File: config.mk
export PLATFORM = sky130hd
export DESIGN_NAME = intm_rs
export DESIGN_NICKNAME = d
export VERILOG_FILES = /design/src/rtl/intm_rs.sv
export SDC_FILE = /design/constraint.sdc
export NUM_CORES = 1
export LEC_CHECK = 0
export CORE_ASPECT_RATIO = 1.25
export CORE_MARGIN = 10
export CORE_UTILIZATION = 55
export DETAILED_ROUTE_END_ITERATION = 16
export MAX_ROUTING_LAYER = met4
export PLACE_DENSITY_LB_ADDON = 0.12
export RECOVER_POWER = 100
export SLEW_MARGIN = 20
export SYNTH_ARGS = -nofsm -noshare
export SYNTH_HDL_FRONTEND = slang
export SYNTH_SLANG_ARGS = --single-unit
File: constraint.sdc
create_clock -name clk -period 4.6 [get_ports clk]
set_input_delay 0.92 -clock clk [delete_from_list [all_inputs] [get_ports clk]]
set_output_delay 0.92 -clock clk [all_outputs]
set_load 0.05 [all_outputs]
File: src/rtl/intm_rs.sv
// Reservation station for RV32M multiply/divide uops: a compacting age queue that
// wakes sources from CDB broadcasts and issues the oldest fully-ready entry.
module intm_rs #(
  parameter int NUM_ENTRIES = 4,
  parameter int PRF_IDX_W   = 6,
  parameter int ROB_IDX_W   = 5,
  parameter int CDB_PORTS   = 2
) (
  input  logic                           clk,
  input  logic                           rst_n,
  input  logic                           flush,
  input  logic                           dis_valid,
  output logic                           dis_ready,
  input  logic [2:0]                     dis_op,
  input  logic [PRF_IDX_W-1:0]           dis_ps1,
  input  logic                           dis_ps1_rdy,
  input  logic [PRF_IDX_W-1:0]           dis_ps2,
  input  logic                           dis_ps2_rdy,
  input  logic [PRF_IDX_W-1:0]           dis_pd,
  input  logic [ROB_IDX_W-1:0]           dis_rob_id,
  input  logic [CDB_PORTS-1:0]           cdb_valid,
  input  logic [CDB_PORTS*PRF_IDX_W-1:0] cdb_pd,
  output logic                           iss_valid,
  input  logic                           iss_ready,
  output logic [2:0]                     iss_op,
  output logic [PRF_IDX_W-1:0]           iss_ps1,
  output logic [PRF_IDX_W-1:0]           iss_ps2,
  output logic [PRF_IDX_W-1:0]           iss_pd,
  output logic [ROB_IDX_W-1:0]           iss_rob_id,
  output logic [$clog2(NUM_ENTRIES+1)-1:0] count
);

  localparam int IDX_W = (NUM_ENTRIES > 1) ? $clog2(NUM_ENTRIES) : 1;
  localparam int CNT_W = $clog2(NUM_ENTRIES+1);

  typedef struct packed {
    logic                 valid;
    logic [2:0]           op;
    logic [PRF_IDX_W-1:0] ps1;
    logic                 rdy1;
    logic [PRF_IDX_W-1:0] ps2;
    logic                 rdy2;
    logic [PRF_IDX_W-1:0] pd;
    logic [ROB_IDX_W-1:0] rob_id;
  } slot_t;

  slot_t            slots_q [NUM_ENTRIES];
  slot_t            woke    [NUM_ENTRIES];
  slot_t            slots_d [NUM_ENTRIES];
  slot_t            new_slot;
  logic [CNT_W-1:0] count_q;
  logic [CNT_W-1:0] wr_pos;
  logic [IDX_W-1:0] sel_idx;
  logic             sel_found;
  logic             dis_fire;
  logic             iss_fire;

  function automatic logic cdb_hit(input logic [PRF_IDX_W-1:0]           tag,
                                   input logic [CDB_PORTS-1:0]           v,
                                   input logic [CDB_PORTS*PRF_IDX_W-1:0] pds);
    logic hit;
    hit = 1'b0;
    for (int k = 0; k < CDB_PORTS; k++) begin
      hit = hit | (v[k] && (pds[k*PRF_IDX_W +: PRF_IDX_W] == tag));
    end
    return hit;
  endfunction

  // Handshakes: a transfer happens on a cycle where valid && ready are both high
  // at the rising edge; valid never depends on ready, and dis_ready depends only
  // on registered occupancy.
  assign dis_ready = (count_q < CNT_W'(NUM_ENTRIES));
  assign dis_fire  = dis_valid && dis_ready;
  assign iss_fire  = iss_valid && iss_ready;
  assign count     = count_q;

  // Descending scan so the lowest (oldest) ready slot wins.
  always_comb begin
    sel_found = 1'b0;
    sel_idx   = '0;
    for (int i = NUM_ENTRIES-1; i >= 0; i--) begin
      if (slots_q[i].valid && slots_q[i].rdy1 && slots_q[i].rdy2) begin
        sel_found = 1'b1;
        sel_idx   = IDX_W'(i);
      end
    end
  end

  always_comb begin
    iss_valid  = sel_found;
    iss_op     = '0;
    iss_ps1    = '0;
    iss_ps2    = '0;
    iss_pd     = '0;
    iss_rob_id = '0;
    if (sel_found) begin
      iss_op     = slots_q[sel_idx].op;
      iss_ps1    = slots_q[sel_idx].ps1;
      iss_ps2    = slots_q[sel_idx].ps2;
      iss_pd     = slots_q[sel_idx].pd;
      iss_rob_id = slots_q[sel_idx].rob_id;
    end
  end

  always_comb begin
    for (int i = 0; i < NUM_ENTRIES; i++) begin
      woke[i] = slots_q[i];
      if (cdb_hit(slots_q[i].ps1, cdb_valid, cdb_pd)) woke[i].rdy1 = 1'b1;
      if (cdb_hit(slots_q[i].ps2, cdb_valid, cdb_pd)) woke[i].rdy2 = 1'b1;
    end
  end

  // Tag 0 is x0 and is always available; a same-cycle broadcast is bypassed in.
  always_comb begin
    new_slot        = '0;
    new_slot.valid  = 1'b1;
    new_slot.op     = dis_op;
    new_slot.ps1    = dis_ps1;
    new_slot.rdy1   = dis_ps1_rdy || (dis_ps1 == '0) || cdb_hit(dis_ps1, cdb_valid, cdb_pd);
    new_slot.ps2    = dis_ps2;
    new_slot.rdy2   = dis_ps2_rdy || (dis_ps2 == '0) || cdb_hit(dis_ps2, cdb_valid, cdb_pd);
    new_slot.pd     = dis_pd;
    new_slot.rob_id = dis_rob_id;
  end

  assign wr_pos = count_q - CNT_W'(iss_fire);

  // Slots at or above the issued one take their younger neighbour's (woken) value.
  always_comb begin
    for (int j = 0; j < NUM_ENTRIES; j++) begin
      slots_d[j] = woke[j];
      if (iss_fire && (IDX_W'(j) >= sel_idx)) begin
        if (j == NUM_ENTRIES-1) slots_d[j] = '0;
        else                    slots_d[j] = woke[(j+1) % NUM_ENTRIES];
      end
      if (dis_fire && (CNT_W'(j) == wr_pos)) slots_d[j] = new_slot;
    end
  end

  always_ff @(posedge clk or negedge rst_n) begin
    if (!rst_n) begin
      count_q <= '0;
      for (int i = 0; i < NUM_ENTRIES; i++) slots_q[i] <= '0;
    end else if (flush) begin
      count_q <= '0;
      for (int i = 0; i < NUM_ENTRIES; i++) slots_q[i] <= '0;
    end else begin
      count_q <= count_q + CNT_W'(dis_fire) - CNT_W'(iss_fire);
      for (int i = 0; i < NUM_ENTRIES; i++) slots_q[i] <= slots_d[i];
    end
  end

endmodule
# ---- Word-level counts from Yosys, hierarchy flattened
# Index checks and enable logic that the tools add are counted.
dict set report classes {
  n_addsub 3
  n_mul 0
  n_div 0
  n_lt_le_gt_ge 6
  n_eq_ne 23
  n_shift 0
  n_mux 34
  n_bitwise 11
  reduce_logical 51
}
# cell count
set op_table {}
lappend op_table {{$mux 29} 8}
lappend op_table {{$eq 6x6->1} 20}
lappend op_table {{$mux 116} 1}
lappend op_table {{$bmux 29 s2} 1}
lappend op_table {{$mux 28} 2}
lappend op_table {{$logic_and 1x1->1} 38}
lappend op_table {{$mux 6} 3}
lappend op_table {{$logic_not 6->1} 2}
lappend op_table {{$mux 1} 12}
lappend op_table {{$reduce_bool 3->1} 4}
lappend op_table {{$or 1x1->1} 10}
lappend op_table {{$mux 2} 4}
lappend op_table {{$reduce_bool 4->1} 2}
lappend op_table {{$eq 2x3->1 const A} 2}
lappend op_table {{$mux 3} 2}
lappend op_table {{$sub 3x1->3} 2}
lappend op_table {{$mux 5} 1}
lappend op_table {{$ge 1x2->1 const A} 2}
lappend op_table {{$ge 2x2->1 const A} 2}
lappend op_table {{$logic_or 1x1->1} 4}
lappend op_table {{$add 3x1->3} 1}
lappend op_table {{$eq 1x3->1 const A} 1}
lappend op_table {{$ge 3x3->1 const B} 1}
lappend op_table {{$logic_not 3->1} 1}
lappend op_table {{other kinds (2)} 2}
dict set report totals {
  reg_bits 119
  latch_bits 0
  ram_bits 0
  rom_bits 0
  inputBits 47
  out_inout_bits 31
  wordCells 161
  memories 0
}

# ---- Logic depth before layout (Yosys ltp)
dict set report depth {
  ltp_word 12
  ltp_mapped 11
  depth_no_buf 9
}

# ---- Worst setup path before layout
# Ideal clock, no wire load.
dict set report synth_path {
  path_kind {input to register}
  from {input port iss_ready}
  to {register slots_q[20] (netlist name)}
  arrival_time_ns 2.804
  t_required_ns 4.532
  setup_slack_ns 1.728
  path_stages 9
  path_buffers 2
  path_cell_list {buf_2 > inv_1 > a41o_4 > nor2_1 > ha_1 > nor3_1 > nor3b_4 > buf_4 > a22o_1}
}
dict set report synth_between {
  elab_chain_len 6
  word_cells_on_any_way 8
  cone_classes {add/sub: 1; eq/ne: 1; mux: 2; reduce/logical: 4}
}
# element line_no
set synth_rtl {}
lappend synth_rtl {{start: declaration} 24} ;# input logic iss_ready,
lappend synth_rtl {{$logic_and 1x1->1 *} 74} ;# assign iss_fire = iss_valid && iss_ready;
lappend synth_rtl {{$sub 3x1->3} 126} ;# assign wr_pos = count_q - CNT_W'(iss_fire);
lappend synth_rtl {{$eq 2x3->1} 136} ;# if (dis_fire && (CNT_W'(j) == wr_pos)) slots_d[j] = new_slot;
lappend synth_rtl {{$logic_and 1x1->1} 136}
lappend synth_rtl {{$mux 29} 136}
lappend synth_rtl {{$mux 116} 144} ;# end else if (flush) begin
# Mark *: on every way between the ends. The rest lies on a longest branch, timed or not.
# A chain may end at the register's enable or synchronous reset.

# ---- Final worst setup path
dict set report layout_path {
  from {register slots_q[57] (netlist name)}
  to {output port iss_ps1[5]}
}
dict set report layout_between {
  elab_chain_len 10
  word_cells_on_any_way 13
  cone_classes {mux: 10; bitwise: 1; reduce/logical: 2}
}
# element line_no
set layout_rtl {}
lappend layout_rtl {{$logic_and 1x1->1 * (2 in series)} 82} ;# if (slots_q[i].valid && slots_q[i].rdy1 && slots_q[i].rdy2) begin
lappend layout_rtl {{$mux 2 (3 in series)} 82}
lappend layout_rtl {{$not 2->3 (implied by the code)} 98} ;# iss_ps1 = slots_q[sel_idx].ps1;
lappend layout_rtl {{$bmux 29 s2} 98}
lappend layout_rtl {{$mux 28 (2 in series)} --}
lappend layout_rtl {{$mux 6 *} 96} ;# if (sel_found) begin
lappend layout_rtl {{end: declaration} 26} ;# output logic [PRF_IDX_W-1:0] iss_ps1,
# Mark *: on every way between the ends. The rest lies on a longest branch, timed or not. The select of a mux whose other input is x is not followed.

==> parameters.txt <==
Parameter                              Value

Status
  Result of the run    finished with violations
  Violated checks    max-capacitance violations, max-slew violations

Die
  Height of the chip    157 um
  Die W    129 um
  Overall die area    20,200 sq um
  Top Ports    78
  Starting density of the core    56.5%
  Number of core rows    49
  Core Area    14,500 sq um

Logic synthesis
  Share of synthesized cell area in full adder, half adder and majority cells    0.549%
  Main area contributors after synthesis    dfrtp_1, nand2_1, xnor2_1
  Number of distinct library cells after synthesis    50
  Top cell type's share of synthesized area    36.3%
  Number of nets produced by synthesis    1,002
  Basic-gate share of the synthesized area counting and, or, nand and nor cells    26.2%
  Average cell area after synthesis    8.62 sq um
  Dominant combinational cell family by area after synthesis    simple AND/OR/NAND/NOR gates
  Compound-cell area share of the yosys netlist    14.2%
  Total number of yosys warnings    0
  Predominant post-synthesis flop cell    dfrtp_1
  Post-synthesis mux area share    3.81%
  Share of synthesized flip-flops with an asynchronous set or reset    100%
  Most instantiated cells after synthesis    nand2_1, dfrtp_1, nor2_1, nand3_1, xnor2_1
  Post-synthesis sequential area ratio    36.3%
  Most numerous cell in the Yosys netlist    nand2_1
  Post-Syn Area    8210 sq um
  Synthesized instance count    952
  Flop and latch count out of synthesis    119
  Synth Area in XOR/XNOR    13.5%
  Synth area leader    dfrtp_1
  Post-synth EDFFs    0

GRT
  GRT Overall Usage    28.2%
  Largest net degree at the start of global routing    69
  First-pass GRT wire length    43.5 mm
  Global route total overflow    0
  Vias in the first global route    7,748
  Initial antenna violation count    0

Finish
  Sequential cell area    2980 sq um
  Area growth from synthesis to layout    16.8%
  Net count reported at finish    1,027
  Antenna diodes    0
  Proportion of layout cells with a drive suffix above 1    8.48%
  Total area of multi-input combinational cells    4760 sq um
  Count of fill cells added during filler insertion    1,249

Detailed routing
  Wirelength per Cell    23.4 um
  DRC viols    0
  Avg Vias per Cell    6.47
  Pre-Repair DR Iteration Count    6
  Final ANT Viol Nets    0
  First DRT Iteration DRCs    690
  Post-Route WL    27.3 mm
  Number of vias in the routed layout    7,555

Timing
  Final period demand of the worst path    4210 ps
  Setup slack after layout    387 ps
  Slew of the pin with the lowest slew margin    3190 ps
  Setup violation total in the final timing report    0
  Total negative slack    0 ps
  Final period utilization    91.6%
  Setup repair after global routing missed its margin    false
  Final Slew Violations    57
  Max-slew headroom    -113%
  Maximum clock frequency    237 MHz
  Setup Skew    8.42 ps
  Final-report hold violation count    0

CTS
  Clock insertion delay at the later pin of the skew report    420 ps
  Root buffer cell    clkbuf_16
  Number of buffers inserted for hold repair after clock tree synthesis    0
  Resize count post-CTS    0
  Inserted Clock Buffers    17
  CTS H-tree depth    4
  Buffers inserted by post-CTS timing repair    0
  TritonCTS clock tree    done
  Sink count of the clock tree    119
  CTS clk-pin slew, worst paths    60 ps
  Max clock buf depth    2

Placement
  HPWL after DPL    17.0 mm
  Pre-CTS setup slack    955 ps
  Final GP Congestion    0.964
  I/O Buffers    77

Pwr
  Static leakage power    4.19 nW
  Total power divided by cell area    414 nW/um^2
  VDD IR-drop max    0.262 mV

Critical path
  Peak fanout along the critical path    25
  Class of the most critical setup path    flip-flop to primary output
  Data required time of the critical path    3680 ps
  CP arrival    3290 ps
  Setup crit start kind    flip-flop
  Cells on worst reg2reg path    8
  Kind of capture point of the worst setup path    primary output

Hold path
  Hold Path Stages    1
  Kind of path behind the tightest hold check    flip-flop to flip-flop

Job
  Max-cap violations    1
-- registers in the layout, summed over array words and instances (netlist names) --
register  flops
count         3
slots_q     116
-- final cells by class --
| type | instances | area share, % |
|---|---|---|
| multi-input cells | 734 | 49.6 |
| flip-flops and latches | 119 | 31.1 |
| repair buffers | 98 | 9.61 |
| clock buffers | 21 | 4.80 |
| well taps | 178 | 2.32 |
| clock inverters | 11 | 2.30 |
| inverters | 7 | 0.274 |
-- kinds of logic after synthesis --
logic type,Yosys count
buffers and inverters,99
flip-flops,119
AO/OA/AOI/OAI,125
adder cells (fa/ha/maj),3
AND/OR/NAND/NOR,451
multiplexers,31
XOR/XNOR,124
-- worst paths after layout --
| check | startpoint | end | slack (ps) |
|---|---|---|---|
| worst max-delay path | slots_q[57] | iss_ps1[5] | 390 |
| worst min-delay path | slots_q[3] | slots_q[3] | 520 |
| worst max register to register | slots_q[105] | slots_q[8] | 970 |
| worst min register to register | slots_q[3] | slots_q[3] | 520 |
| max in group asynchronous | rst_n | slots_q[114] | 870 |
| min in group asynchronous | rst_n | slots_q[24] | 1550 |
-- layout by cell type, fill, tap and decap left out, types with 9 or more instances in the layout --
master	instances
xor2_1	61
a211oi_1	19
nor4_1	24
clkbuf_16	17
clkdlybuf4s50_1	41
nor3_1	9
buf_4	13
mux2i_1	29
a311oi_1	42
nand2_1	176
nand3_1	67
nand4_1	20
dfrtp_1	119
xnor2_1	62
nor2_1	83
dlygate4sd3_1	33
a22o_1	27
and3_1	28
nand3b_1	27
a311oi_2	11
-- through the flow --
| stage | power, mW | hold slack, ps | instances | util, % | cell area, sq um |
|---|---|---|---|---|---|
| floorplan | 2.15 | 487 | 952 | - | 8210 |
| global placement | 2.43 | 507 | 1136 | 61.8 | 8980 |
| detailed placement | 2.45 | 503 | 1136 | 61.8 | 8980 |
| CTS | 3.99 | 523 | 1168 | 66.5 | 9660 |
| global route | 4.16 | 528 | 1168 | 66.0 | 9590 |
| finish | 3.97 | 521 | 1168 | 66.0 | 9590 |
-- critical path, cell delays in order (launching register included) --
cell	delay [ps]
dfrtp_1	400
and3_1	250
o21ai_0	150
nand2_2	490
buf_4	310
nand2_1	70
nand3_1	80
and3_1	180
dlygate4sd3_1	940
-- per-layer routing --
metal | vias to the layer above | global-route usage (%) | part of all wire [%]
met5 | - | - | 0
met4 | 0 | 15.6 | 4.6
met3 | 99 | 5.07 | 5.9
met2 | 334 | 44.8 | 49
met1 | 3728 | 33.1 | 41
li1 | 3394 | - | -
-- power by group --
group | internal, mW | total [mW] | switching (mW)
combinational | 0.403 | 0.996 | 0.593
sequential | 1.22 | 1.43 | 0.214
clock | 1.05 | 1.54 | 0.496
total | 2.67 | 3.97 | 1.30
(Power assumes the default switching activity.)
